**config.mk**
```make
export PLATFORM = sky130hd
export DESIGN_NAME = req_pmtu_split
export DESIGN_NICKNAME = d
export VERILOG_FILES = /design/src/rtl/lynxTypes.sv /design/src/rtl/req_pmtu_split.sv
export SDC_FILE = /design/constraint.sdc
export NUM_CORES = 1
export LEC_CHECK = 0
export BUFFER_PORTS_ARGS = -buffer_cell sky130_fd_sc_hd__buf_4
export CAP_MARGIN = 20
export CORE_UTILIZATION = 59
export CTS_CLUSTER_DIAMETER = 120
export DETAILED_ROUTE_END_ITERATION = 16
export GPL_TIMING_DRIVEN = 0
export PLACE_DENSITY = 0.93
export SYNTH_ARGS = -nofsm -noshare
export SYNTH_HDL_FRONTEND = slang
export SYNTH_SLANG_ARGS = --single-unit
export TNS_END_PERCENT = 100
```
**constraint.sdc**
```tcl
create_clock -name aclk -period 11.9 [get_ports aclk]
set_clock_uncertainty 0.15 [all_clocks]
set_input_delay 2.38 -clock aclk [delete_from_list [all_inputs] [get_ports aclk]]
set_output_delay 2.38 -clock aclk [all_outputs]
set_load 0.01 [all_outputs]
```
**src/rtl/lynxTypes.sv**
```systemverilog
// Shared request descriptor and sizing constants for the request path.
package lynxTypes;

  localparam int unsigned VADDR_BITS = 48;
  localparam int unsigned LEN_BITS   = 28;
  localparam int unsigned PMTU_BYTES = 4096;

  typedef struct packed {
    logic [VADDR_BITS-1:0] vaddr;
    logic [LEN_BITS-1:0]   len;
    logic                  stream;
    logic                  sync;
    logic                  ctl;
    logic                  host;
    logic [3:0]            dest;
    logic [5:0]            pid;
    logic                  vfid;
    logic [4:0]            rsrvd;
  } req_t;

endpackage

```
**src/rtl/req_pmtu_split.sv**
```systemverilog
// Splits one request into chunks that never cross a PMTU_BYTES-aligned boundary.
module req_pmtu_split
  import lynxTypes::*;
#(
  parameter int unsigned PMTU_BYTES     = lynxTypes::PMTU_BYTES,
  parameter bit          SPLIT_CTL_LAST = 1'b1
) (
  input  logic aclk,
  input  logic aresetn,
  input  logic s_req_valid,
  output logic s_req_ready,
  input  req_t s_req_data,
  output logic m_req_valid,
  input  logic m_req_ready,
  output req_t m_req_data,
  output logic m_req_last
);

  localparam logic [0:0] IDLE  = 1'b0;
  localparam logic [0:0] SPLIT = 1'b1;

  localparam logic [LEN_BITS-1:0] PMTU_L    = LEN_BITS'(PMTU_BYTES);
  localparam logic [LEN_BITS-1:0] PMTU_MASK = PMTU_L - 1'b1;

  // Bytes left before the next PMTU boundary, clipped to what remains.
  function automatic logic [LEN_BITS-1:0] chunk_len(input logic [VADDR_BITS-1:0] addr,
                                                     input logic [LEN_BITS-1:0]   rem);
    logic [LEN_BITS-1:0] room;
    room = PMTU_L - (addr[LEN_BITS-1:0] & PMTU_MASK);
    return (rem < room) ? rem : room;
  endfunction

  logic [0:0]            state_p0;
  logic                  rdy_p0;
  logic [VADDR_BITS-1:0] addr_p0;
  logic [LEN_BITS-1:0]   rem_p0;
  req_t                  req_p0;
  logic [LEN_BITS-1:0]   chunk;
  logic                  last;

  assign chunk = chunk_len(addr_p0, rem_p0);
  assign last  = (chunk == rem_p0);

  // Stage p0: request capture and per-chunk address/length advance
  always_ff @(posedge aclk or negedge aresetn) begin
    if (!aresetn) begin
      state_p0 <= IDLE;
      rdy_p0   <= 1'b0;
      addr_p0  <= '0;
      rem_p0   <= '0;
      req_p0   <= '0;
    end else begin
      case (state_p0)
        IDLE: begin
          if (s_req_valid && rdy_p0) begin
            state_p0 <= SPLIT;
            rdy_p0   <= 1'b0;
            addr_p0  <= s_req_data.vaddr;
            rem_p0   <= s_req_data.len;
            req_p0   <= s_req_data;
          end else begin
            rdy_p0 <= 1'b1;
          end
        end
        default: begin
          if (m_req_ready) begin
            if (last) begin
              state_p0 <= IDLE;
              rdy_p0   <= 1'b1;
            end else begin
              addr_p0 <= addr_p0 + VADDR_BITS'(chunk);
              rem_p0  <= rem_p0 - chunk;
            end
          end
        end
      endcase
    end
  end

  assign s_req_ready = rdy_p0;
  assign m_req_valid = (state_p0 == SPLIT);
  assign m_req_last  = (state_p0 == SPLIT) && last;

  // Output view is derived only from registers, so it is stable under back-pressure.
  always_comb begin
    m_req_data       = req_p0;
    m_req_data.vaddr = addr_p0;
    m_req_data.len   = chunk;
    m_req_data.ctl   = SPLIT_CTL_LAST ? (req_p0.ctl && m_req_last) : req_p0.ctl;
  end

endmodule

```
# After elaboration in Yosys (flattened, before gate mapping)
# Cells that the tools add are included.
dict set report op_classes {
  eq_ne 4
  n_reduce_logical 7
  n_mux 17
  order_cmp 1
  bitwise 1
  n_addsub 3
}
# cell count
set ops {}
lappend ops {{48-bit two-way mux} 4}
lappend ops {{28-bit two-way mux} 5}
lappend ops {{48-bit by 28-bit adder with 48-bit output} 1}
lappend ops {{28-bit equality test} 1}
lappend ops {{28-bit less-than comparator} 1}
lappend ops {{28-bit subtractor} 1}
lappend ops {{13-bit by 12-bit subtractor with 14-bit output (first input constant)} 1}
lappend ops {{1-bit two-way mux} 8}
lappend ops {{2-bit != test (second input constant)} 2}
lappend ops {{2-bit AND reduction} 2}
lappend ops {{1-bit logical AND} 3}
lappend ops {{3-bit AND reduction} 1}
lappend ops {{2-bit by 1-bit != test with 1-bit output (second input constant)} 1}
lappend ops {{2-bit nonzero test} 1}
lappend ops {{1-bit inverter} 1}
dict set report totals {
  wordCells 45
  regBits 98
  input_bits 100
  out_inout_bits 99
}

# Longest topological paths before layout
dict set report logic_depth {
  ltp_word 7
  mapped_depth 27
  ltp_nobuf 26
}

# Least setup slack after synthesis
# No wires, ideal clock.
dict set report synth_path {
  path_kind {register to output}
  startpoint {register addr_p0[3]}
  endpoint {output port m_req_data[17] (netlist bit)}
  path_slack_ns 4.692
  t_required_ns 9.370
  arrival_ns 4.678
  stages_incl_launch_ff 19
  path_buffers 1
  cell_sequence {dfrtp_1 nor3_1 nand2b_1 nor4_1 or3b_2 xor2_1 inv_1 ha_1 o221ai_1 a21oi_1 nor4_4 buf_4 mux2i_1 ha_1 nand4_1 nor4_1 nand4_4 nor2_1 and2_1}
}
# item line
set synth_lines {}
lappend synth_lines {{from (decl)} req_pmtu_split.sv:35} ;# logic [VADDR_BITS-1:0] addr_p0;
lappend synth_lines {{from (signal assigned)} req_pmtu_split.sv:58} ;# addr_p0 <= s_req_data.vaddr;
lappend synth_lines {{from (signal assigned)} req_pmtu_split.sv:71} ;# addr_p0 <= addr_p0 + VADDR_BITS'(chunk);
lappend synth_lines {{to (decl)} req_pmtu_split.sv:15} ;# output req_t m_req_data,

==> impl_metrics.toml <==
[status]
outcome = "finished clean"

[clock_tree]
post_cts_buffers = 0
cts.sinks = 98
cts_buffers = 9
holdBufCountCts = 0
tritoncts = "built"
clk_latency_ps = 370
cts_max_level = 3
cts-resized-gates = 0
clock_path_buffers = 2
path_clk_slew_ps = 70
cts_root_buf = "clkbuf_16"

[drt]
remaining_drc_errors = 0
drt_iter0_drc = 878
vias_per_cell = 6.11
dr_total_vias = 8379
first_pass_iters = 7
wl_per_cell_um = 18.3
ant_nets = 0
postRouteWirelength_mm = 25.0

[cells_and_area]
fillCellCount = 1013
diodes = 0
final_common_cell = "buf_4"
final_util_pct = 75.9
area_growth_pct = 25.3
drive_gt1_share_pct = 24.2
nets = 1346
mostFrequentLayoutCells = "buf_4 (223), nand2_1 (147), dfrtp_1 (98)"
stdcell_count = 1371
final_area_sq_mm = 0.0101

[synthesis]
yosysSeqAreaShare_pct = 30.6
synthDistinctLibCells = 76
syn_area_per_cell_sq_um = 8.31
yosys_warnings = 0
synthCells = 966
syn-cell-area_sq_mm = 0.00802
synthArstFlopShare_pct = 100
synth-edff-count = 0
ys_ff_latch = 98
ys.flop_type = "dfrtp_1"

[timing]
period_share_pct = 71.6
finalHoldViolCount = 0
rsz0062_at_grt = "no"
layout_min_cycle_time_ps = 8530
setup_violations = 0
tightest_slew_ps = 921
fmax_mhz = 117
setup_tns_ps = 0
timing.slew.headroom_pct = 38.6
slew_violations = 0

[setup_path]
cp_max_fo = 10
worstSetupEndpointType = "output pin"
worstPathCellList = "nor3_1 > nand2b_1 > nor4_1 > or3b_2 > xor2_1 > inv_1 > ha_1 > o221ai_1 > a21oi_1 > nor4_4 > buf_4 > mux2i_1 > ha_1 > nand4_1 > nor4_1 > nand4_4 > nor2_1 > and2_1 > buf_4"
start_kind = "register"
criticalPathCategory = "register to output pin"
crit_family = "simple AND/OR/NAND/NOR gates"
required_ps = 9370
slowest_stage = "nor4_1"
critPathBufInv = 3
worstPathArrival_ps = 6000
slowest_delay_ps = 560

[place]
placed_area_sq_mm = 0.00975
finalWeightedCongestion = 0.930
dp_hpwl_mm = 18.7
place_inst = 1355
io_buffer_count = 183

[global_routing]
grtUsageTotal_pct = 36.0
met2_usage_pct = 58.0
antenna_found_initial = 0
grt_overflow_total = 0
grt_pass1_wl_mm = 40.3
top_usage_layer = "met2"
grt_max_degree = 51
use_met3_pct = 7.63
grt_pass1_vias = 8095
grt_util_met1_pct = 45.4

[floorplan]
core_sq_mm = 0.0132
dieArea_sq_mm = 0.0141
start_util_pct = 60.6
rows = 42
ios = 199
die_w_um = 119
die_y_um = 119

[pwr]
seqPwrFrac_pct = 22.3
p_sw_share_pct = 47.9
power_density_mw_per_mm2 = 303
p_leak_nw = 4.89
internal_power_mw = 1.59
switchingPower_mw = 1.46
power_mw = 3.05
pwr-share-comb_pct = 67.4
peakVddDrop_mv = 0.136
power.clock.fraction_pct = 10.3

[hold_path]
hold_class = "register to register"

[run]
drv_cap = 0
[layer usage]
| layer | wire [um] | vias up | part of all wire, % |
|---|---|---|---|
| met2 | 11700 | 493 | 47 |
| li1 | - | 3863 | - |
| met1 | 9780 | 3940 | 39 |
| met5 | 0 | - | 0 |
| met4 | 975 | 0 | 3.9 |
| met3 | 2600 | 83 | 10 |
[area by class of cell]
| type | count | area (sq um) | area share, % |
|---|---|---|---|
| multi-input combinational | 787 | 5100 | 50.7 |
| clock buffer | 10 | 229 | 2.28 |
| tap | 176 | 220 | 2.19 |
| timing repair buffer | 184 | 1400 | 13.9 |
| buffer | 82 | 479 | 4.76 |
| clock inverter | 6 | 73.8 | 0.734 |
| sequential | 98 | 2450 | 24.4 |
| inverter | 28 | 105 | 1.05 |
[power groups by stage]
stage | clock, mW | sequential (mW) | combinational (mW)
finish | 0.314 | 0.681 | 2.06
detailed placement | 0 | 0.676 | 2.00
global placement | 0 | 0.666 | 1.93
CTS | 0.315 | 0.672 | 2.01
floorplan | 0 | 0.658 | 1.42
global route | 0.325 | 0.701 | 2.26
[sequential cells by signal (all words and copies together), names as in the netlist]
register and cells:
m_req_valid 1, req_p0 1, s_req_ready 1, m_req_data 19
rem_p0 28, addr_p0 48
[Yosys cell counts, drive strengths merged (14+ instances only)]
cell type	count	area [sq um]
buf	52	364
a21oi	78	390
nor3	23	126
clkbuf	30	115
and3	14	87.6
nand4	15	109
mux2i	45	450
dfrtp	98	2450
o21ai	69	349
a21o	20	150
xnor2	28	245
inv	28	105
nor2	59	226
xor2	14	123
ha	54	676
nand2	147	552
nand3	22	110
[cell families (layout without fill, tap and decap cells)]
logic type / Yosys count / in the layout / synth area share, %
XOR/XNOR: 42 / 42 / 4.58
AO/OA/AOI/OAI: 255 / 255 / 20.1
other: 1 / 30 / 0.0467
adder cells (fa/ha/maj): 56 / 56 / 8.92
buffers and inverters: 110 / 310 / 7.28
AND/OR/NAND/NOR: 346 / 346 / 21.1
multiplexers: 58 / 58 / 7.44
flip-flops: 98 / 98 / 30.6
[worst paths after layout]
| kind | start | to | slack [ps] | cells after the start |
|---|---|---|---|---|
| max | addr_p0[3]$_DFFE_PN0P_ | m_req_data[17] | 3370 | 19 |
| min | m_req_data[10]$_DFFE_PN0P_ | m_req_data[10]$_DFFE_PN0P_ | 340 | 2 |
| max reg2reg | addr_p0[3]$_DFFE_PN0P_ | rem_p0[20]$_DFFE_PN0P_ | 4730 | 24 |
| min reg2reg | m_req_data[10]$_DFFE_PN0P_ | m_req_data[10]$_DFFE_PN0P_ | 340 | 2 |
| max in group asynchronous | aresetn | addr_p0[27]$_DFFE_PN0P_ | 9010 | 2 |
| min in group asynchronous | aresetn | m_req_data[1]$_DFFE_PN0P_ | 1910 | 1 |
[worst register-to-register path, stage by stage (launching register included)]
cell      delay (ps)
dfrtp_1          460
nor3_1           320
nand2b_1         150
nor4_1           400
or3b_2           520
xor2_1           290
inv_1             90
ha_1             300
o221ai_1         150
a21oi_1          100
nor4_4           530
buf_4            290
mux2i_1          440
ha_1             260
inv_1             50
fa_1             410
a21o_1           180
a21oi_1          260
o21ai_0          140
a31o_2           290
a41oi_2          220
a31oi_1          310
or2_1            380
o32ai_1          230
a21oi_1          100
[per-stage QoR]
step	hold WS, ps	worst slack (ps)
2_1_floorplan	287	4690
3_3_place_gp	303	3980
3_5_place_dp	315	3850
4_1_cts	333	3360
5_1_grt	364	2860
6_report	336	3370
Power figures use the tool's default switching activity.
